===== src/rtl/i2c_pkg.sv =====
// Shared constants and helpers for the i2c_ctrl family of blocks.
// Defaults describe the idle bus and the stock synchroniser/filter sizing.
package i2c_pkg;

  localparam int I2C_SYNC_STAGES_DEF = 2;
  localparam int I2C_FILT_W_DEF      = 4;
  localparam logic I2C_IDLE_LEVEL    = 1'b1;

  // Ceiling log2, minimum result 1 so it can size a select of a 1-entry thing.
  function automatic int clog2(input int value);
    int result;
    result = 1;
    while ((1 << result) < value) begin
      result = result + 1;
    end
    return result;
  endfunction

endpackage


===== src/rtl/i2c_filt_ch.sv =====
// One filtered open-drain line: metastability chain, spike-rejection counter,
// registered level and registered 1-cycle edge strobes.
module i2c_filt_ch
  import i2c_pkg::*;
#(
  parameter int SYNC_STAGES = I2C_SYNC_STAGES_DEF,
  parameter int FILT_W      = I2C_FILT_W_DEF
) (
  input  logic              clk,
  input  logic              rst_n,
  input  logic              i_en,
  input  logic [FILT_W-1:0] i_filt_len,
  input  logic              i_line,
  output logic              o_line,
  output logic              o_rise,
  output logic              o_fall,
  output logic [FILT_W-1:0] o_cnt
);

  logic [SYNC_STAGES-1:0] sync_q;
  logic                   sync_s;
  logic [FILT_W-1:0]      cnt_q;

  assign sync_s = sync_q[SYNC_STAGES-1];
  assign o_cnt  = cnt_q;

  // The chain keeps sampling while the filter is frozen, so re-enable sees a fresh level.
  always_ff @(posedge clk or negedge rst_n) begin
    if (!rst_n) begin
      sync_q <= {SYNC_STAGES{I2C_IDLE_LEVEL}};
    end else begin
      sync_q <= {sync_q[SYNC_STAGES-2:0], i_line};
    end
  end

  // A disagreeing level must win N+1 consecutive enabled edges; '>=' lets a
  // lowered threshold take effect on the very next edge instead of waiting for a wrap.
  always_ff @(posedge clk or negedge rst_n) begin
    if (!rst_n) begin
      cnt_q  <= '0;
      o_line <= I2C_IDLE_LEVEL;
      o_rise <= 1'b0;
      o_fall <= 1'b0;
    end else if (!i_en) begin
      cnt_q  <= '0;
      o_rise <= 1'b0;
      o_fall <= 1'b0;
    end else if (sync_s == o_line) begin
      cnt_q  <= '0;
      o_rise <= 1'b0;
      o_fall <= 1'b0;
    end else if (cnt_q < i_filt_len) begin
      cnt_q  <= cnt_q + 1'b1;
      o_rise <= 1'b0;
      o_fall <= 1'b0;
    end else begin
      cnt_q  <= '0;
      o_line <= sync_s;
      o_rise <= sync_s;
      o_fall <= ~sync_s;
    end
  end

endmodule


===== src/rtl/i2c_line_filter.sv =====
// Multi-channel synchroniser and glitch filter between the I2C pads and the
// bit/byte engines; each line is an independent i2c_filt_ch sharing enable and threshold.
module i2c_line_filter
  import i2c_pkg::*;
#(
  parameter int CH          = 2,
  parameter int SYNC_STAGES = I2C_SYNC_STAGES_DEF,
  parameter int FILT_W      = I2C_FILT_W_DEF
) (
  input  logic              clk,
  input  logic              rst_n,
  input  logic              i_en,
  input  logic [FILT_W-1:0] i_filt_len,
  input  logic [CH-1:0]     i_line,
  output logic [CH-1:0]     o_line,
  output logic [CH-1:0]     o_rise,
  output logic [CH-1:0]     o_fall
);

  // Per-channel counters are kept visible inside the hierarchy for checker binding.
  logic [FILT_W-1:0] ch_cnt [CH];

  for (genvar g = 0; g < CH; g++) begin : g_ch
    i2c_filt_ch #(
      .SYNC_STAGES (SYNC_STAGES),
      .FILT_W      (FILT_W)
    ) u_ch (
      .clk        (clk),
      .rst_n      (rst_n),
      .i_en       (i_en),
      .i_filt_len (i_filt_len),
      .i_line     (i_line[g]),
      .o_line     (o_line[g]),
      .o_rise     (o_rise[g]),
      .o_fall     (o_fall[g]),
      .o_cnt      (ch_cnt[g])
    );
  end

endmodule

===== config.mk =====
export PLATFORM = sky130hd
export DESIGN_NAME = i2c_line_filter
export DESIGN_NICKNAME = d
export VERILOG_FILES = /design/src/rtl/i2c_pkg.sv /design/src/rtl/i2c_filt_ch.sv /design/src/rtl/i2c_line_filter.sv
export SDC_FILE = /design/constraint.sdc
export NUM_CORES = 1
export LEC_CHECK = 0
export ABC_AREA = 1
export CORE_MARGIN = 2
export CORE_UTILIZATION = 50
export CTS_CLUSTER_DIAMETER = 50
export DETAILED_ROUTE_END_ITERATION = 8
export GPL_TIMING_DRIVEN = 0
export PLACE_DENSITY_LB_ADDON = 0.1
export SLEW_MARGIN = 25
export SYNTH_ARGS = -nofsm -noshare
export SYNTH_HDL_FRONTEND = slang
export SYNTH_SLANG_ARGS = --single-unit
export TNS_END_PERCENT = 1

===== constraint.sdc =====
create_clock -name clk -period 1.5 [get_ports clk]
set_clock_uncertainty 0.2 [all_clocks]
set_input_delay 0.45 -clock clk [delete_from_list [all_inputs] [get_ports clk]]
set_output_delay 0.45 -clock clk [all_outputs]
set_load 0.05 [all_outputs]

==> impl_metrics.yaml <==
run_status:
  status: "finished with violations"
  violations: "setup timing"
worst_setup_path:
  cp_max_fo: 2
  critPathSlowestCell: "dfstp_2"
  crit_family: "flip-flops"
  path_buf_inv: 1
  endpoint_kind: "primary output"
  cp.required_ps: 850
  worstPathCellList: "buf_8"
  max_stage_delay_ps: 560
  r2r_slack_ps: 60
  critPathLaunchType: "flop"
  critPathArrivalTime_ps: 1000
  path_class: "reg -> out"
logic_synthesis:
  syn_nets: 110
  synth_xor_xnor_area_share: 0.0395
  synth_top_area_cell: "dfrtp_1"
  synthMuxAreaShare: 0
  synth_top_area_frac: 0.339
  synth.avg_cell_area_sq_um: 9.54
  synth_area_leaders: "dfrtp_1, dfstp_2, ha_1, nand2_1, inv_1"
  syn_area_sq_um: 887
  ys_ff_latch: 18
  synth_top_family_by_area: "simple AND/OR/NAND/NOR gates"
  synth-compound-area-share: 0.0113
  synthSimpleGateAreaFrac: 0.214
  ys_seq_area_frac: 0.516
  syn_inst: 93
  yosysWarnings: 0
  synthAdderAreaFrac: 0.113
  ys_types: 14
sta:
  hold_viol: 0
  relSlewSlack: 0.496
  min_period_ps: 1650
  setup_viol: 6
  finalCritPeriodShare: 1.10
  rsz0062_at_grt: "true"
  finalSetupTns_ps: -640
  worst_slack_ps: -155
  timing.fmax_mhz: 604
  worst_pin_slew_ps: 754
  slew_viol_final: 0
clocking:
  clock_latency_ps: 300
  htree_levels: 1
  cts_max_path_buffers: 2
  clk_pin_slew_ps: 100
  cts-root-buf: "clkbuf_4"
  cts_sinks: 18
  cts_tree: "done"
  numCtsBuffers: 3
placement:
  io_buffers: 14
  dpl_cell_area_sq_um: 1050
  dp.cells: 124
  place_hpwl_um: 1100
  gp_congestion: 0.753
pwr:
  powerDensity_nw_per_um2: 1170
  vdd_drop_max_mv: 0.893
  leakage_nw: 0.597
finish:
  stdcell_count: 128
  design_area_sq_um: 1150
  antenna_cells: 0
  drive_gt1_frac: 0.342
  nFillCells: 127
  fin_util: 0.683
  final_nets: 129
  syn2layout_area_growth_pct: 30.0
min_path:
  min_path_type: "reg -> reg"
routing:
  vias: 624
  routed_wl_um: 1440
  via_per_inst: 4.88
  route.detailed.drc: 0
  routedWlPerCell_um: 11.2
  dr.first_iter.drc_count: 7
  drtAntennaViolNets: 0
  dr.pass1.iters: 3
global_route:
  grt_pass1_wl_um: 2520
  grt_overflow_total: 0
  grt_max_degree: 19
  grt_antenna_before_repair: 0
  grt_pass1_vias: 609
  grt_use_total: 0.175
die:
  io_pins: 15
  die_w_um: 46.1
  dieArea_sq_um: 2130
  die_y_um: 46.1
  core_area_sq_um: 1690
  num_rows: 15
  initial_core_util: 0.525
flow_run:
  drv_cap: 0
==> flip-flops by register name (all words and copies together), names as in the netlist <==
name              cells
g_ch.u_ch.o_cnt       8
g_ch.u_ch.sync_q      4
g_ch.u_ch.o_fall      2
g_ch.u_ch.o_line      2
g_ch.u_ch.o_rise      2
==> stage by stage <==
step,hold slack [ps],power (mW),setup WS (ps)
2_1_floorplan,-45.6,0.895,22.5
3_3_place_gp,146,1.00,-566
3_5_place_dp,148,1.02,-597
4_1_cts,158,1.36,-171
5_1_grt,159,1.45,-207
6_report,154,1.35,-155
==> report_power, final <==
group	total, mW	switching [mW]	internal [mW]
Clock	0.294	0.146	0.148
Sequential	0.613	0.0502	0.562
Combinational	0.444	0.255	0.189
Total	1.35	0.451	0.900
==> worst register-to-register path, delay by kind of cell (launching register included) <==
family	cells	cell delay, ps
adder cells (fa/ha/maj)	1	290
buffers and inverters	1	40
flip-flops	1	430
AND/OR/NAND/NOR	6	420
==> repair_timing <==
item / 4_1_cts / 5_1_grt
buffers inserted: 2 / 0
gates resized for setup: 56 / 4
hold buffers: 0 / 0
endpoints found under the setup margin: 20 / 13
pin swaps: 6 / 3
==> cells in the mapped netlist, drive strengths merged <==
cell / count
inv: 13
nand2: 24
buf: 6
nor3: 6
dfstp: 6
xnor2: 2
nand3: 4
ha: 8
nor2: 8
a21oi: 2
xor2: 2
dfrtp: 12
==> cell usage in the layout (no fill, tap or decap), types with 4 or more instances in the layout <==
| master | count |
|---|---|
| nor3_1 | 4 |
| nor2_1 | 6 |
| buf_6 | 4 |
| inv_1 | 10 |
| ha_1 | 6 |
| clkdlybuf4s50_1 | 5 |
| buf_4 | 6 |
| nand2_1 | 20 |
| dfrtp_1 | 12 |
| dfstp_2 | 6 |
==> logic make-up after synthesis <==
| logic type | Yosys count |
|---|---|
| adder cells (fa/ha/maj) | 8 |
| flip-flops | 18 |
| AO/OA/AOI/OAI | 2 |
| AND/OR/NAND/NOR | 42 |
| buffers and inverters | 19 |
| XOR/XNOR | 4 |
==> final cells by class <==
type,instances,area [sq um],area share
buffer,4,30.0,0.0260
clock buffer,4,36.3,0.0315
inverter,13,48.8,0.0423
tap,17,21.3,0.0184
multi-input combinational,56,393,0.341
timing repair buffer,16,166,0.144
sequential,18,458,0.397
==> final timing paths <==
path | startpoint | endpoint | cells after the start
worst min register to register | g_ch[1].u_ch.sync_q[0] | g_ch[1].u_ch.sync_q[1] | 0
max in group asynchronous | rst_n | g_ch[1].u_ch.o_cnt[1] | 1
worst max-delay path | g_ch[0].u_ch.o_line | o_line[0] | 1
worst max register to register | g_ch[0].u_ch.o_cnt[3] | g_ch[0].u_ch.o_line | 8
worst min-delay path | g_ch[1].u_ch.sync_q[0] | g_ch[1].u_ch.sync_q[1] | 0
min in group asynchronous | rst_n | g_ch[0].u_ch.o_cnt[3] | 1
==> routing by layer <==
layer / part of all wire / global-route usage / vias up
met5: 0 / 0 / -
met3: 0.040 / 0.0588 / 5
met1: 0.40 / 0.188 / 289
li1: - / - / 318
met2: 0.53 / 0.292 / 12
met4: 0.026 / 0.109 / 0
Note: power is estimated with default switching activity, not from simulation.
